## src/rtl/gui_ctrl.sv

```systemverilog
// gui_ctrl: button-driven colour / stroke-width selector for the GUI sprite.
// Button steps modify pending registers only. The outputs take the pending
// values at the frame origin (hcount_in==0, vcount_in==0), so the sprite
// never changes in the middle of a frame.
// Build option: define GUI_CTRL_REPEAT_EN to enable hold-to-auto-repeat.
// Without it, each press gives exactly one step.
module gui_ctrl #(
  parameter int HOLD_CYCLES   = 25000000,
  parameter int REPEAT_CYCLES = 6250000
) (
  input  logic        clk_in,
  input  logic        rst_in,
  input  logic        btn_color_up_in,
  input  logic        btn_color_down_in,
  input  logic        btn_width_up_in,
  input  logic        btn_width_down_in,
  input  logic [10:0] hcount_in,
  input  logic [9:0]  vcount_in,
  output logic [3:0]  cursor_color_out,
  output logic [2:0]  stroke_width_out,
  output logic        changed_out
);

  // A single counter serves both the hold and the repeat intervals.
  localparam int MAX_CYCLES = (HOLD_CYCLES > REPEAT_CYCLES) ? HOLD_CYCLES : REPEAT_CYCLES;
  localparam int CNT_W      = (MAX_CYCLES > 1) ? $clog2(MAX_CYCLES) : 1;

  localparam logic [1:0] S_IDLE   = 2'd0;
  localparam logic [1:0] S_HOLD   = 2'd1;
  localparam logic [1:0] S_REPEAT = 2'd2;
  localparam logic [1:0] S_LOCK   = 2'd3;

  // Button numbering: 0 colour up, 1 colour down, 2 width up, 3 width down.
  localparam logic [1:0] B_COLOR_UP   = 2'd0;
  localparam logic [1:0] B_COLOR_DOWN = 2'd1;
  localparam logic [1:0] B_WIDTH_UP   = 2'd2;

`ifdef GUI_CTRL_REPEAT_EN
  localparam logic [CNT_W-1:0] HOLD_LAST   = CNT_W'(HOLD_CYCLES - 1);
  localparam logic [CNT_W-1:0] REPEAT_LAST = CNT_W'(REPEAT_CYCLES - 1);
`endif

  logic [1:0]       r_state;
  logic [CNT_W-1:0] r_cnt;
  logic [1:0]       r_owner;
  logic [3:0]       r_pend_color;
  logic [2:0]       r_pend_width;
  logic [3:0]       r_color;
  logic [2:0]       r_width;
  logic             r_changed;

  logic [1:0]       w_state_next;
  logic [CNT_W-1:0] w_cnt_next;
  logic [1:0]       w_owner_next;
  logic             w_step;
  logic [1:0]       w_step_btn;
  logic [3:0]       w_btn;
  logic             w_any;
  logic             w_multi;
  logic [1:0]       w_press_idx;
  logic             w_owner_held;
  logic             w_other;
  logic             w_commit;

  assign w_btn        = {btn_width_down_in, btn_width_up_in, btn_color_down_in, btn_color_up_in};
  assign w_any        = |w_btn;
  // Clearing the lowest set bit leaves something only if two or more buttons are pressed.
  assign w_multi      = |(w_btn & (w_btn - 4'd1));
  assign w_owner_held = w_btn[r_owner];
  assign w_other      = |(w_btn & ~(4'b0001 << r_owner));
  assign w_commit     = (hcount_in == 11'd0) && (vcount_in == 10'd0);

  // Encode the index of the pressed button. It is only used when exactly one button is down.
  always_comb begin
    w_press_idx = 2'd0;
    for (int i = 3; i >= 0; i--) begin
      if (w_btn[i]) begin
        w_press_idx = 2'(i);
      end
    end
  end

  // Press/hold/repeat state machine: chooses the next state and when to step.
  always_comb begin
    w_state_next = r_state;
    w_cnt_next   = r_cnt;
    w_owner_next = r_owner;
    w_step       = 1'b0;
    w_step_btn   = r_owner;
    case (r_state)
      S_IDLE: begin
        if (w_multi) begin
          w_state_next = S_LOCK;
        end else if (w_any) begin
          w_step       = 1'b1;
          w_step_btn   = w_press_idx;
          w_owner_next = w_press_idx;
          w_cnt_next   = '0;
          w_state_next = S_HOLD;
        end
      end
      S_HOLD: begin
        if (!w_owner_held) begin
          w_state_next = S_IDLE;
          w_cnt_next   = '0;
        end else if (w_other) begin
          w_state_next = S_LOCK;
          w_cnt_next   = '0;
        end else begin
`ifdef GUI_CTRL_REPEAT_EN
          if (r_cnt == HOLD_LAST) begin
            w_step       = 1'b1;
            w_cnt_next   = '0;
            w_state_next = S_REPEAT;
          end else begin
            w_cnt_next = r_cnt + 1'b1;
          end
`endif
        end
      end
      S_REPEAT: begin
        if (!w_owner_held) begin
          w_state_next = S_IDLE;
          w_cnt_next   = '0;
        end else if (w_other) begin
          w_state_next = S_LOCK;
          w_cnt_next   = '0;
        end else begin
`ifdef GUI_CTRL_REPEAT_EN
          if (r_cnt == REPEAT_LAST) begin
            w_step     = 1'b1;
            w_cnt_next = '0;
          end else begin
            w_cnt_next = r_cnt + 1'b1;
          end
`else
          // This state is never entered when auto-repeat is disabled.
          w_state_next = S_IDLE;
`endif
        end
      end
      S_LOCK: begin
        if (!w_any) begin
          w_state_next = S_IDLE;
        end
      end
      default: begin
        w_state_next = S_IDLE;
      end
    endcase
  end

  // Register the state machine, the hold counter and the owning button.
  always_ff @(posedge clk_in) begin
    if (rst_in) begin
      r_state <= S_IDLE;
      r_cnt   <= '0;
      r_owner <= 2'd0;
    end else begin
      r_state <= w_state_next;
      r_cnt   <= w_cnt_next;
      r_owner <= w_owner_next;
    end
  end

  // Apply steps to the pending values. Colour wraps and width saturates in 1..7.
  always_ff @(posedge clk_in) begin
    if (rst_in) begin
      r_pend_color <= 4'h1;
      r_pend_width <= 3'd1;
    end else if (w_step) begin
      case (w_step_btn)
        B_COLOR_UP:   r_pend_color <= r_pend_color + 4'd1;
        B_COLOR_DOWN: r_pend_color <= r_pend_color - 4'd1;
        B_WIDTH_UP: begin
          if (r_pend_width != 3'd7) begin
            r_pend_width <= r_pend_width + 3'd1;
          end
        end
        default: begin
          if (r_pend_width != 3'd1) begin
            r_pend_width <= r_pend_width - 3'd1;
          end
        end
      endcase
    end
  end

  // Commit at the frame origin. A step taken in the same cycle is registered
  // only after this load, so it waits for the next frame origin.
  always_ff @(posedge clk_in) begin
    if (rst_in) begin
      r_color   <= 4'h1;
      r_width   <= 3'd1;
      r_changed <= 1'b0;
    end else begin
      r_changed <= w_commit && ((r_pend_color != r_color) || (r_pend_width != r_width));
      if (w_commit) begin
        r_color <= r_pend_color;
        r_width <= r_pend_width;
      end
    end
  end

  assign cursor_color_out = r_color;
  assign stroke_width_out = r_width;
  assign changed_out      = r_changed;

endmodule

```

## config.mk

```make
export PLATFORM = sky130hd
export DESIGN_NAME = gui_ctrl
export DESIGN_NICKNAME = d
export VERILOG_FILES = /design/src/rtl/gui_ctrl.sv
export SDC_FILE = /design/constraint.sdc
export NUM_CORES = 1
export LEC_CHECK = 0
export ABC_AREA = 1
export BUFFER_PORTS_ARGS = -buffer_cell sky130_fd_sc_hd__buf_2
export CAP_MARGIN = 20
export CORE_MARGIN = 2
export CORE_UTILIZATION = 52
export DETAILED_ROUTE_END_ITERATION = 16
export PLACE_DENSITY_LB_ADDON = 0.05
export SYNTH_ARGS = -nofsm -noshare
export SYNTH_HDL_FRONTEND = slang
export SYNTH_SLANG_ARGS = --single-unit
```

## constraint.sdc

```tcl
create_clock -name clk_in -period 2.4 [get_ports clk_in]
set_input_delay 0.48 -clock clk_in [delete_from_list [all_inputs] [get_ports clk_in]]
set_output_delay 0.48 -clock clk_in [all_outputs]
set_load 0.01 [all_outputs]
```

==> results_dict.tcl, run 1 <==
set metrics [dict create \
    cts.hold.buffers_added 0 \
    dp_hpwl_um 2442 \
    ant_nets 0 \
    path_class "reg -> reg" \
    tightestPinTransition_ns 0.3895 \
    antenna_found_initial 0 \
    io_buffers 34 \
    numCtsBuffers 3 \
    ys_seq_elements 19 \
    met1_length_um 1398 \
    firstDrtPassIters 4 \
    via_per_inst 5.151 \
    hold_viol 0 \
    critPathSlowestCell "dfxtp_1" \
    cp-end-kind "flip-flop" \
    total_power_uw 868.0 \
    die_x_um 54.46 \
    drtIter0Drc 45 \
    drt_drc_violations_left 0 \
    yosysTopAreaCell "dfxtp_1" \
    clock_sinks 19 \
    die-area_mm2 0.002965 \
    cts_root_buffer "clkbuf_4" \
    yosysMostFrequentCell "nand2_1" \
    grt_max_degree 14 \
    num_io_pins 35 \
    clk-insertion-delay-late_ns 0.31 \
    p_leak_nw 0.8097 \
    status "finished clean" \
    syn_nets 229 \
    synthToLayoutAreaGrowth_pct 17.77 \
    report.final.slew_viol_count 0 \
    yosys_warnings 0 \
    die_h_um 54.46 \
    setup_violations 0 \
    tns_ns 0 \
    relSlewSlack 0.7362 \
    period_minus_slack_ns 1.851 \
    rows 18 \
    synth-edff-count 0 \
    fin_util 0.6351 \
    maxCapViolCount 0 \
    synthTopCellsByArea "dfxtp_1 29%, nand2_1 12%, nor2_1 8.2%" \
    grt_pass1_wl_um 4974 \
    arrival_ns 2.07 \
    p_per_area_mw_per_mm2 556.8 \
    drt-total-wl_um 2973 \
    grt_pass1_vias 1257 \
    fin_ws_ns 0.5494 \
    syn_area_mm2 0.001324 \
    routedWlPerCell_um 11.22 \
    gp_congestion 0.7584 \
    crit_path_cell_trace "inv_2, nand2_2, inv_2, nand2_1, nor2_4, inv_4, nand2_8, nand3_2, nand2_1, inv_1, ha_1, inv_1, nand2_1, nand2_1, nand2_1, nor2_1, nor2_1" \
    clk_pin_slew_ns 0.11 \
    async_flop_share 0 \
    final.setup_skew_ns 0.003066 \
    track_usage 0.2288 \
    syn_avg_cell_area_um2 6.720 \
    htreeDepth 1 \
    max_stage_delay_ns 0.33 \
    highest_layer "met4" \
    clockBufferDepth 2 \
    rsz0062_at_grt "no" \
    worst_path_most_repeated_cell "nand2_1" \
    cts_tree "yes" \
    core_mm2 0.002455 \
    cp-start-kind "flip-flop" \
    pre_cts_ws_ns 0.3055 \
    layout_worst_path_cycle_share 0.7711 \
    postCtsSetupBuffers 0 \
    wl_met2_um 1417 \
    grt_remaining_overflow 0 \
    hp-class "in -> reg" \
    fin_nets 268 \
    synth_top_area_frac 0.2873 \
    fin_hold_ws_ns 0.4301 \
    cp_max_fo 8 \
    ctsResizeCount 0 \
    netlist_instances 197 \
    drive_above_1_share 0.2851 \
    max_freq_mhz 540.4 \
    synth_top_flop_cell "dfxtp_1" \
    fillerInstances 230 \
    diodes 0 \
    synth_top_cells_by_count "41 x nand2_1, 29 x nor2_1, 19 x dfxtp_1" \
    yosysUniqueCellTypes 30 \
    peakVddDrop_uv 455.4 \
    start_util 0.5392 \
    via_count 1365 \
    critical_path_required_ns 2.62 \
    seq_area_frac_synth 0.2873 \
    wl_met3_um 122 \
]
[critical path, delay by kind of cell, from the launching register on]
kind | cells | cell delay (ns)
AND/OR/NAND/NOR | 11 | 0.94
adder cells (fa/ha/maj) | 1 | 0.16
flip-flops | 1 | 0.33
buffers and inverters | 5 | 0.32
[where the power goes]
part	switching, mW	leakage (nW)	total (mW)	internal, mW
Clock	0.105	0.0177	0.167	0.0624
Sequential	0.0290	0.154	0.369	0.340
Combinational	0.204	0.638	0.332	0.128
[metal layers]
metal / up-vias / global-route usage
met4: 0 / 0.06250
met2: 34 / 0.4157
met3: 5 / 0.03825
met1: 615 / 0.2745
met5: - / 0
li1: 711 / -
[final timing paths]
check	start	endpoint	slack [ns]	cells past startpoint
max	r_state[0]	r_pend_color[2]	0.55	17
min	rst_in	r_pend_width[1]	0.43	2
min reg2reg	cursor_color_out[3]	cursor_color_out[3]	0.51	2
max reg2reg	r_state[0]	r_pend_color[2]	0.55	17
[flip-flops by register name, indices dropped and copies added, names as in the netlist]
| signal | count |
|---|---|
| r_state | 2 |
| cursor_color_out | 4 |
| r_pend_color | 4 |
| r_pend_width | 3 |
| changed_out | 1 |
| stroke_width_out | 3 |
| r_owner | 2 |
[final cells by class]
type / count / area [µm²] / share of cell area
tap: 30 / 37.54 / 0.02408
clock inverter: 1 / 5.005 / 0.003210
multi-input combinational: 152 / 839.6 / 0.5385
clock buffer: 3 / 22.52 / 0.01445
sequential: 19 / 380.4 / 0.2440
inverter: 25 / 96.34 / 0.06180
timing repair buffer: 35 / 177.7 / 0.1140
[cells by family (layout without fill, tap and decap cells)]
| kind of cell | after synthesis | in the layout | synth area share |
|---|---|---|---|
| xor gates and xnor gates | 8 | 8 | 0.05293 |
| buffers and inverters | 26 | 64 | 0.07845 |
| DFF | 19 | 19 | 0.2873 |
| and+or+nand+nor | 108 | 108 | 0.3970 |
| adders and majority gates | 5 | 5 | 0.04726 |
| AOI/OAI and AO/OA | 31 | 31 | 0.1370 |
[placed cells by master, fill, tap and decap left out, types with 2 or more instances in the layout]
master	count
a21oi_1	15
buf_2	34
clkbuf_4	3
dfxtp_1	19
ha_1	5
inv_1	15
inv_2	9
nand2_1	41
nand2_2	6
nand2_4	2
nand3_1	9
nand3_2	2
nand4_1	2
nor2_1	29
nor2_2	4
nor2_4	2
nor3_1	4
nor4_1	4
o211ai_1	2
o21ai_0	9
xnor2_1	5
xor2_1	3
[stage by stage]
| step | cells | instance area (µm²) |
|---|---|---|
| global route | 265 | 1559 |
| floorplan | 197 | 1324 |
| global placement | 261 | 1531 |
| finish | 265 | 1559 |
| detailed placement | 261 | 1531 |
| CTS | 265 | 1559 |
Note: power is estimated with default switching activity, not from simulation.
==> run 2, diff against run 1 <==
==> constraint.sdc (replaced) <==
create_clock -name clk_in -period 1.85 [get_ports clk_in]
set_input_delay 0.37 -clock clk_in [delete_from_list [all_inputs] [get_ports clk_in]]
set_output_delay 0.37 -clock clk_in [all_outputs]
set_load 0.01 [all_outputs]
==> results_dict.tcl, run 2 (same netlist as run 1, synthesis figures left out) <==
set metrics [dict create \
    die-area_mm2 0.002965 \
    cp_max_fo 6 \
    fin_area_mm2 0.001664 \
    clockBufferDepth 2 \
    p_per_area_mw_per_mm2 711.8 \
    drive_above_1_share 0.3360 \
    max_freq_mhz 574.6 \
    seq_power_share 0.406 \
    io_buffers 34 \
    core_mm2 0.002455 \
    drt_drc_violations_left 0 \
    switching_share 0.3872 \
    drt-total-wl_um 3143 \
    fillerInstances 233 \
    grt_pass1_wl_um 4926 \
    firstDrtPassIters 4 \
    layout_commonest_cell "nand2_1" \
    grt_pass1_vias 1224 \
    routedWlPerCell_um 11.35 \
    cts_tree "yes" \
    layout_common_cells "41 x nand2_1, 34 x buf_2, 28 x nor2_1, 17 x dfxtp_1" \
    cts_root_buffer "clkbuf_4" \
    antenna_found_initial 0 \
    reg2reg_from "r_state[0]" \
    via_per_inst 5.043 \
    p_clk_frac 0.180 \
    layout_worst_path_cycle_share 0.9407 \
    maxCapViolCount 0 \
    htreeDepth 1 \
    tns_ns 0 \
    p_leak_nw 0.8702 \
    synthToLayoutAreaGrowth_pct 25.71 \
    peakVddDrop_uv 551.8 \
    dp_hpwl_um 2503 \
    start_util 0.5392 \
    report.final.slew_viol_count 0 \
    endpoint "r_pend_width[1]" \
    tightestPinTransition_ns 0.4037 \
    place_area_mm2 0.001614 \
    grt_max_degree 14 \
    ant_nets 0 \
    pwr-share-comb 0.414 \
    cp-start-kind "flip-flop" \
    critical_path_required_ns 2.05 \
    drtIter0Drc 10 \
    grt_remaining_overflow 0 \
    numCtsBuffers 3 \
    diodes 0 \
    gp_congestion 0.8076 \
    die_x_um 54.46 \
    hp-class "in -> reg" \
    die_h_um 54.46 \
    p_sw_uw 458.7 \
    rows 18 \
    cts.hold.buffers_added 0 \
    path_class "reg -> reg" \
    period_minus_slack_ns 1.740 \
    cp-end-kind "flip-flop" \
    setup_violations 0 \
    track_usage 0.2288 \
    via_count 1397 \
    clk_pin_slew_ns 0.11 \
    rrSetupSlack_ns 0.11 \
    clk-insertion-delay-late_ns 0.30 \
    r2r_end "r_pend_width[1]" \
    r2r_cells 14 \
    relSlewSlack 0.7266 \
    num_io_pins 35 \
    hold_viol 0 \
    crit_path_start "r_state[0]" \
    arrival_ns 1.94 \
    p_int_uw 725.8 \
    final.setup_skew_ns 0.005012 \
    fin_nets 280 \
    clock_sinks 19 \
    status "finished clean" \
]
## run 2: changes by cell type in the layout (fill, tap and decap cells not counted), sizes merged
cell / previous run / this run
buf: 35 / 47
## run 2: critical path, cell delays in order (launching register included)
cell     delay, ns
dfxtp_2       0.34
inv_2         0.08
nand2_4       0.08
a21oi_1       0.12
nand2_1       0.09
nand2_2       0.08
nand2_4       0.07
buf_4         0.13
buf_4         0.15
nor2_4        0.12
nor2_2        0.05
nor2_2        0.14
nand2_1       0.07
nand2_1       0.08
nor2_2        0.04
## run 2: what timing repair did
item / in CTS / in global routing
setup buffers: 0 / 1
setup endpoints to repair: 0 / 2
gates resized for setup: 0 / 6
## run 2: power groups by stage
| stage | combinational [mW] | sequential, mW | clock [mW] |
|---|---|---|---|
| finish | 0.490 | 0.481 | 0.213 |
| global route | 0.551 | 0.488 | 0.233 |
| CTS | 0.468 | 0.477 | 0.221 |
| detailed placement | 0.462 | 0.487 | 0 |
| global placement | 0.451 | 0.484 | 0 |
| floorplan | 0.343 | 0.478 | 0 |
## run 2: metal layers
metal  vias up  global-route usage  routed length [µm]
met5         -                   0                   0
met4         0             0.06667                  38
met3         6             0.04098                  96
met2        22              0.4076                1558
met1       629              0.2785                1451
li1        740                   -                   -
## run 2: worst min-delay path by stage
stage,startpoint,end,slack (ns),cells past startpoint
after floorplan,rst_in,r_pend_width[1],0.44,1
after global placement,cursor_color_out[3],cursor_color_out[3],0.48,2
after detailed placement,cursor_color_out[3],cursor_color_out[3],0.49,2
after CTS,rst_in,cursor_color_out[3],0.31,2
after global routing,rst_in,r_owner[1],0.32,2
final,rst_in,cursor_color_out[3],0.32,2
## run 2: cell type report
cell class	count	area (µm²)	area share
tap	30	37.54	0.02256
timing repair buffer	47	267.8	0.1609
clock buffer	3	22.52	0.01353
multi-input combinational	152	852.1	0.5120
inverter	25	96.34	0.05789
sequential	19	382.9	0.2301
clock inverter	1	5.005	0.003008
## run 2: metrics by stage
stage                     hold WS (ns)  worst slack, ns  total power, mW  utilization  std cells
after floorplan                 0.4369           0.1458           0.8209            -        197
after global placement          0.4808         0.004791           0.9356       0.6575        272
after detailed placement        0.4921         -0.06082           0.9489       0.6575        272
after CTS                       0.3098           0.1272            1.166       0.6687        276
after global routing            0.3222         -0.01815            1.271       0.6779        277
final                           0.3153           0.1097            1.185       0.6779        277
